==> src/rtl/amci_axi4lite_master_pkg.sv <==
// Shared AMCI bus layout: field offsets and widths of the 98-bit MOSI and 38-bit MISO buses.
// Every AMCI master and controller imports these so that the packing stays in one place.
package amci_axi4lite_master_pkg;

  localparam int AMCI_WORD_W    = 32;
  localparam int AMCI_RESP_W    = 2;

  localparam int AMCI_MOSI_W    = 98;
  localparam int AMCI_WADDR_LSB = 0;
  localparam int AMCI_WDATA_LSB = 32;
  localparam int AMCI_RADDR_LSB = 64;
  localparam int AMCI_WRITE_BIT = 96;
  localparam int AMCI_READ_BIT  = 97;

  localparam int AMCI_MISO_W    = 38;
  localparam int AMCI_RDATA_LSB = 0;
  localparam int AMCI_WIDLE_BIT = 32;
  localparam int AMCI_RIDLE_BIT = 33;
  localparam int AMCI_WRESP_LSB = 34;
  localparam int AMCI_RRESP_LSB = 36;

endpackage

==> src/rtl/amci_axi4lite_master.sv <==
// Bus end of the AMCI link: turns AMCI write/read strobes into AXI4-Lite master transactions
// using two independent engines, and reports idle flags, responses and read data on AMCI_MISO.
module amci_axi4lite_master
  import amci_axi4lite_master_pkg::*;
#(
  parameter int AXI_DATA_WIDTH = 32,
  parameter int AXI_ADDR_WIDTH = 32
) (
  input  logic                          CLK,
  input  logic                          RESETN,
  input  logic [AMCI_MOSI_W-1:0]        AMCI_MOSI,
  output logic [AMCI_MISO_W-1:0]        AMCI_MISO,
  output logic [AXI_ADDR_WIDTH-1:0]     M_AXI_AWADDR,
  output logic [2:0]                    M_AXI_AWPROT,
  output logic                          M_AXI_AWVALID,
  input  logic                          M_AXI_AWREADY,
  output logic [AXI_DATA_WIDTH-1:0]     M_AXI_WDATA,
  output logic [AXI_DATA_WIDTH/8-1:0]   M_AXI_WSTRB,
  output logic                          M_AXI_WVALID,
  input  logic                          M_AXI_WREADY,
  input  logic [1:0]                    M_AXI_BRESP,
  input  logic                          M_AXI_BVALID,
  output logic                          M_AXI_BREADY,
  output logic [AXI_ADDR_WIDTH-1:0]     M_AXI_ARADDR,
  output logic [2:0]                    M_AXI_ARPROT,
  output logic                          M_AXI_ARVALID,
  input  logic                          M_AXI_ARREADY,
  input  logic [AXI_DATA_WIDTH-1:0]     M_AXI_RDATA,
  input  logic [1:0]                    M_AXI_RRESP,
  input  logic                          M_AXI_RVALID,
  output logic                          M_AXI_RREADY
);

  localparam logic [1:0] W_IDLE      = 2'd0;
  localparam logic [1:0] W_ADDR_DATA = 2'd1;
  localparam logic [1:0] W_RESP      = 2'd2;

  localparam logic [1:0] R_IDLE      = 2'd0;
  localparam logic [1:0] R_ADDR      = 2'd1;
  localparam logic [1:0] R_DATA      = 2'd2;

  logic [1:0]                  w_state;
  logic [1:0]                  r_state;
  logic [AMCI_RESP_W-1:0]      wresp;
  logic [AMCI_RESP_W-1:0]      rresp;
  logic [AXI_DATA_WIDTH-1:0]   rdata;
  logic                        write_req;
  logic                        read_req;
  logic                        w_idle;
  logic                        r_idle;
  logic                        aw_done;
  logic                        w_done;

  assign write_req = AMCI_MOSI[AMCI_WRITE_BIT];
  assign read_req  = AMCI_MOSI[AMCI_READ_BIT];

  // A strobe already pulls its idle flag low, so a poll right after raising it never sees a stale 1.
  assign w_idle = (w_state == W_IDLE) && !write_req;
  assign r_idle = (r_state == R_IDLE) && !read_req;

  assign M_AXI_AWPROT = 3'b000;
  assign M_AXI_ARPROT = 3'b000;
  assign M_AXI_WSTRB  = '1;

  // A channel counts as done once its valid has dropped or its handshake lands on this edge.
  assign aw_done = !M_AXI_AWVALID || M_AXI_AWREADY;
  assign w_done  = !M_AXI_WVALID  || M_AXI_WREADY;

  always_ff @(posedge CLK or negedge RESETN) begin
    if (!RESETN) begin
      w_state       <= W_IDLE;
      M_AXI_AWADDR  <= '0;
      M_AXI_WDATA   <= '0;
      M_AXI_AWVALID <= 1'b0;
      M_AXI_WVALID  <= 1'b0;
      M_AXI_BREADY  <= 1'b0;
      wresp         <= '0;
    end else begin
      case (w_state)
        W_IDLE: begin
          if (write_req) begin
            M_AXI_AWADDR  <= AMCI_MOSI[AMCI_WADDR_LSB +: AMCI_WORD_W];
            M_AXI_WDATA   <= AMCI_MOSI[AMCI_WDATA_LSB +: AMCI_WORD_W];
            M_AXI_AWVALID <= 1'b1;
            M_AXI_WVALID  <= 1'b1;
            w_state       <= W_ADDR_DATA;
          end
        end
        W_ADDR_DATA: begin
          if (M_AXI_AWREADY) M_AXI_AWVALID <= 1'b0;
          if (M_AXI_WREADY)  M_AXI_WVALID  <= 1'b0;
          if (aw_done && w_done) begin
            M_AXI_BREADY <= 1'b1;
            w_state      <= W_RESP;
          end
        end
        W_RESP: begin
          if (M_AXI_BVALID) begin
            wresp        <= M_AXI_BRESP;
            M_AXI_BREADY <= 1'b0;
            w_state      <= W_IDLE;
          end
        end
        default: w_state <= W_IDLE;
      endcase
    end
  end

  always_ff @(posedge CLK or negedge RESETN) begin
    if (!RESETN) begin
      r_state       <= R_IDLE;
      M_AXI_ARADDR  <= '0;
      M_AXI_ARVALID <= 1'b0;
      M_AXI_RREADY  <= 1'b0;
      rdata         <= '0;
      rresp         <= '0;
    end else begin
      case (r_state)
        R_IDLE: begin
          if (read_req) begin
            M_AXI_ARADDR  <= AMCI_MOSI[AMCI_RADDR_LSB +: AMCI_WORD_W];
            M_AXI_ARVALID <= 1'b1;
            r_state       <= R_ADDR;
          end
        end
        R_ADDR: begin
          if (M_AXI_ARREADY) begin
            M_AXI_ARVALID <= 1'b0;
            M_AXI_RREADY  <= 1'b1;
            r_state       <= R_DATA;
          end
        end
        R_DATA: begin
          if (M_AXI_RVALID) begin
            rdata        <= M_AXI_RDATA;
            rresp        <= M_AXI_RRESP;
            M_AXI_RREADY <= 1'b0;
            r_state      <= R_IDLE;
          end
        end
        default: r_state <= R_IDLE;
      endcase
    end
  end

  always_comb begin
    AMCI_MISO = '0;
    AMCI_MISO[AMCI_RDATA_LSB +: AMCI_WORD_W] = rdata;
    AMCI_MISO[AMCI_WIDLE_BIT]                = w_idle;
    AMCI_MISO[AMCI_RIDLE_BIT]                = r_idle;
    AMCI_MISO[AMCI_WRESP_LSB +: AMCI_RESP_W] = wresp;
    AMCI_MISO[AMCI_RRESP_LSB +: AMCI_RESP_W] = rresp;
  end

endmodule
==> config.mk <==
export PLATFORM = sky130hd
export DESIGN_NAME = amci_axi4lite_master
export DESIGN_NICKNAME = d
export VERILOG_FILES = /design/src/rtl/amci_axi4lite_master_pkg.sv /design/src/rtl/amci_axi4lite_master.sv
export SDC_FILE = /design/constraint.sdc
export NUM_CORES = 1
export LEC_CHECK = 0
export BUFFER_PORTS_ARGS = -buffer_cell sky130_fd_sc_hd__buf_2
export CAP_MARGIN = 25
export CORE_UTILIZATION = 37
export DETAILED_ROUTE_END_ITERATION = 7
export MAX_ROUTING_LAYER = met4
export PLACE_DENSITY = 0.64
export SLEW_MARGIN = 20
export SYNTH_ARGS = -nofsm -noshare
export SYNTH_HDL_FRONTEND = slang
export SYNTH_SLANG_ARGS = --single-unit
==> constraint.sdc <==
create_clock -name CLK -period 3.5 [get_ports CLK]
set_input_delay 0.35 -clock CLK [delete_from_list [all_inputs] [get_ports CLK]]
set_output_delay 0.35 -clock CLK [all_outputs]
set_load 0.005 [all_outputs]
# ---- After elaboration in Yosys (flattened, before gate mapping)
# Cells that the tools add are included.
dict set report word_totals {
  wordCells 73
  register_bits 141
}
dict set report classes {
  mux 22
  n_reduce_logical 26
  eq_ne 12
}
# operator count
set op_table {}
lappend op_table {{AND reduction 3 bit} 7}
lappend op_table {{!= test 2 bit (second input constant)} 8}
lappend op_table {{two-way mux 2 bit} 6}
lappend op_table {{case mux 2 bit (3 select lines)} 2}
lappend op_table {{case mux 1 bit (2 select lines)} 5}
lappend op_table {{two-way mux 1 bit} 9}
lappend op_table {{AND reduction 2 bit} 4}
lappend op_table {{nonzero test 2 bit} 4}
lappend op_table {{== test 2 x 1 -> 1 bit (second input constant)} 2}
lappend op_table {{== test 2 bit (second input constant)} 2}
lappend op_table {{logical NOT 1 bit} 4}
lappend op_table {{logical NOT 2 bit} 2}
lappend op_table {{logical AND 1 bit} 3}
lappend op_table {{logical OR 1 bit} 2}

# ---- Longest topological paths before layout
dict set report logic_depth {
  word_depth 5
  mapped_depth 6
  ltp_nobuf 3
}

# ---- Worst setup path after synthesis
# Ideal clock, no wire load.
dict set report synth_timing {
  path_type {flip-flop to flip-flop}
  startpoint {register r_state[0]}
  endpoint {register M_AXI_ARADDR[10]}
  t_required_ps 3375
  path_buffers 2
  period_less_slack_ps 1447
  path_stages_with_launch 5
  path_slack_ps 2053
  arrival_ps 1322
  path_cell_list {dfrtp_1 buf_6 nor3b_2 buf_4 mux2_2}
}
dict set report synth_between {
  elab_chain_len 2
}
# element line_no
set synth_rtl {}
lappend synth_rtl {{from (decl)} amci_axi4lite_master.sv:43} ;# logic [1:0] r_state;
lappend synth_rtl {{from (signal assigned)} amci_axi4lite_master.sv:111} ;# r_state <= R_IDLE;
lappend synth_rtl {{from (signal assigned)} amci_axi4lite_master.sv:123} ;# r_state <= R_ADDR;
lappend synth_rtl {{from (signal assigned)} amci_axi4lite_master.sv:130} ;# r_state <= R_DATA;
lappend synth_rtl {{logical NOT 2 bit} amci_axi4lite_master.sv:118} ;# case (r_state)
lappend synth_rtl {{AND reduction 2 bit (no source line)} --}
lappend synth_rtl {{to (signal assigned)} amci_axi4lite_master.sv:121} ;# M_AXI_ARADDR <= AMCI_MOSI[AMCI_RADDR_LSB +: AMCI_WORD_W];
lappend synth_rtl {{to (decl)} amci_axi4lite_master.sv:24} ;# output logic [AXI_ADDR_WIDTH-1:0] M_AXI_ARADDR,
# Every way passes these cells.
# A chain may end at the register's enable or synchronous reset.

# ---- Worst setup path in the final report
dict set report layout_timing {
  startpoint {register w_state[1]}
  endpoint {register M_AXI_WDATA[25]}
}
dict set report layout_between {
  elab_chain_len 2
}
# element line_no
set layout_rtl {}
lappend layout_rtl {{from (decl)} amci_axi4lite_master.sv:42} ;# logic [1:0] w_state;
lappend layout_rtl {{from (signal assigned)} amci_axi4lite_master.sv:71} ;# w_state <= W_IDLE;
lappend layout_rtl {{from (signal assigned)} amci_axi4lite_master.sv:86} ;# w_state <= W_ADDR_DATA;
lappend layout_rtl {{from (signal assigned)} amci_axi4lite_master.sv:94} ;# w_state <= W_RESP;
lappend layout_rtl {{logical NOT 2 bit} amci_axi4lite_master.sv:79} ;# case (w_state)
lappend layout_rtl {{AND reduction 2 bit (no source line)} --}
lappend layout_rtl {{to (signal assigned)} amci_axi4lite_master.sv:83} ;# M_AXI_WDATA <= AMCI_MOSI[AMCI_WDATA_LSB +: AMCI_WORD_W];
lappend layout_rtl {{to (decl)} amci_axi4lite_master.sv:17} ;# output logic [AXI_DATA_WIDTH-1:0] M_AXI_WDATA,
# Every way passes these cells.

==> out/metrics.csv <==
metric,value,unit
numPortBuffers,279,
final_common_cell,buf_2,
fill_cells,1263,
ios,290,
min_period,2.02,ns
rsz0062_at_grt,no,
drv_cap,0,
first_iter_violations,120,
fin_crit_sh,57.6,%
syn2layout_area_growth,38.6,%
worstPathMaxFanout,37,
fmax,496,MHz
synth_mux_area_share,28.5,%
multi_input_area,1830,µm²
die_w,125,µm
fp.dieH,125,µm
track_usage,17.1,%
final_nets,766,
dp_hpwl,9280,µm
synth_top_family_by_area,multiplexers,
core_area,14700,µm²
finalClockSkew,0.00876,ns
most-common-layout-cells,"buf_2, dfrtp_1, mux2_2, mux2_4, clkbuf_16",
post-route-cell-area,7790,µm²
violations,DRC,
drive_above_1_share,69.7,%
cts-resized-gates,0,
synth_cell_types,28,
hold_path_class,input port to register,
worstSetupPathType,register to register,
ys_seq_elements,141,
htree_levels,4,
numCtsBuffers,17,
power_leakage,3.95,nW
grt.overflow.total,0,
grt_pass1_vias,3984,
clkLatencyLatePin,0.41,ns
rows,44,
finalHoldViolations,0,
clk_path_buf_depth,2,
ff_latch_area,3530,µm²
n_antenna_cell,0,
arrival,2.30,ns
grt_pass1_wl,20300,µm
grt_max_degree,108,
crit_path_end_kind,register,
power.density,958,nW/µm²
cts_tree,yes,
synth_warnings,0,
synth_simple_gate_area_share,1.67,%
syn_avg_cell_area,16.5,µm²
postRouteAntennaNets,0,
outcome,finished with violations,
gp_congestion,0.749,
slew_headroom,55.7,%
startpoint_type,register,
via_per_inst,4.60,
synth_xor_xnor_area_share,0,%
clkTransAtPathRegs,0.06,ns
start_util,38.2,%
routed-via-count,3785,
routedWlPerCell,15.3,µm
route.detailed.drc,36,
critPathRequiredTime,3.78,ns
cts_setup_buffers,0,
synthCells,340,
die_area,15700,µm²
synth_compound_area_share,1.56,%
cts.sinks,141,
peakVddDrop,0.441,mV
slew_viol_final,0,
yosys.area_share.adder,0,%
fin_setup_tns,0,ns
root_buffer,clkbuf_16,
finalSetupViolations,0,
dr.pass1.iters,8,
antenna_found_initial,0,
drt_wl_total,12600,µm
seq_area_frac_synth,62.8,%
synth_area,5620,µm²
placed_cell_area,7050,µm²
worst_slew_pin_slew,0.664,ns
==> kinds of logic (layout without fill, tap and decap cells) <==
family,after synthesis,in the layout
buf+inv,34,324
simple gates,17,17
mux,132,132
flops,141,141
compound gates,14,14
other cells,2,10
==> area by class of cell <==
| type | count | share of cell area (%) |
|---|---|---|
| inverters | 6 | 0.289 |
| clock buffers | 19 | 5.69 |
| multi-input cells | 173 | 23.4 |
| flip-flops and latches | 141 | 45.3 |
| well taps | 184 | 2.96 |
| clock inverters | 13 | 3.02 |
| repair buffers | 286 | 19.3 |
==> registers in the layout, summed over array words and instances (netlist names) <==
signal / count
rresp: 2
M_AXI_AWVALID: 1
M_AXI_WVALID: 1
M_AXI_BREADY: 1
wresp: 2
M_AXI_ARADDR: 32
w_state: 2
r_state: 2
rdata: 32
M_AXI_WDATA: 32
M_AXI_ARVALID: 1
M_AXI_AWADDR: 32
M_AXI_RREADY: 1
==> where the power goes <==
| part | internal (mW) | total (mW) | switching [mW] |
|---|---|---|---|
| registers | 2.47 | 2.93 | 0.464 |
| clock network | 1.36 | 2.05 | 0.689 |
| logic | 1.53 | 2.48 | 0.945 |
| total | 5.36 | 7.46 | 2.10 |
==> final timing paths <==
path | cells past startpoint | start | end | slack, ns
worst max-delay path | 4 | w_state[1] | M_AXI_WDATA[25] | 1.48
min in group asynchronous | 2 | RESETN | rresp[0] | 0.38
worst max register to register | 4 | w_state[1] | M_AXI_WDATA[25] | 1.48
max in group asynchronous | 4 | RESETN | M_AXI_ARADDR[19] | 2.10
worst min register to register | 1 | M_AXI_WDATA[18] | M_AXI_WDATA[18] | 0.49
worst min-delay path | 2 | M_AXI_ARREADY | r_state[0] | 0.14
==> synth_stat cells, drive strengths merged <==
cell type,count,area share (%)
buf,28,5.0
mux2,132,28
nor2,5,0.33
nand2,3,0.25
a221o,1,0.18
or2,1,0.11
a211oi,1,0.13
a21oi,2,0.18
o31ai,1,0.13
conb,2,0.13
inv,6,0.40
nand2b,1,0.11
o211a,1,0.18
nor2b,1,0.11
o22ai,2,0.22
dfrtp,141,63
nor3,2,0.18
nor3b,1,0.22
o21ai,6,0.53
and3,1,0.11
and2b,1,0.16
nand3,1,0.089
==> stage by stage <==
step	util [%]	total power [mW]	instances	hold slack (ns)	worst slack [ns]
2_1_floorplan	-	4.36	348	0.0544	2.05
4_1_cts	52.6	7.55	819	0.104	1.47
3_3_place_gp	48.0	5.36	787	0.463	1.57
5_1_grt	53.0	7.92	822	0.119	1.36
3_5_place_dp	48.0	5.46	787	0.478	1.48
6_report	53.0	7.46	822	0.141	1.48
==> repair_timing <==
item	in CTS	in global routing
endpoints found under the hold margin	0	25
hold buffers	0	1
endpoints found under the setup margin	0	0
==> routing by layer <==
| metal | wire, µm | global-route usage (%) | part of all wire [%] |
|---|---|---|---|
| met3 | 765 | 4.75 | 6.1 |
| met4 | 114 | 5.60 | 0.91 |
| met2 | 6420 | 27.9 | 51 |
| met1 | 5280 | 20.4 | 42 |
| met5 | 0 | - | 0 |
==> worst max-delay path, cell delays in order, from the launching register on <==
cell and delay, ns:
dfrtp_1 0.46, inv_1 0.12, and3_2 0.63, buf_12 0.30, mux2_2 0.36
No activity file was read; power rests on OpenSTA's default activity.
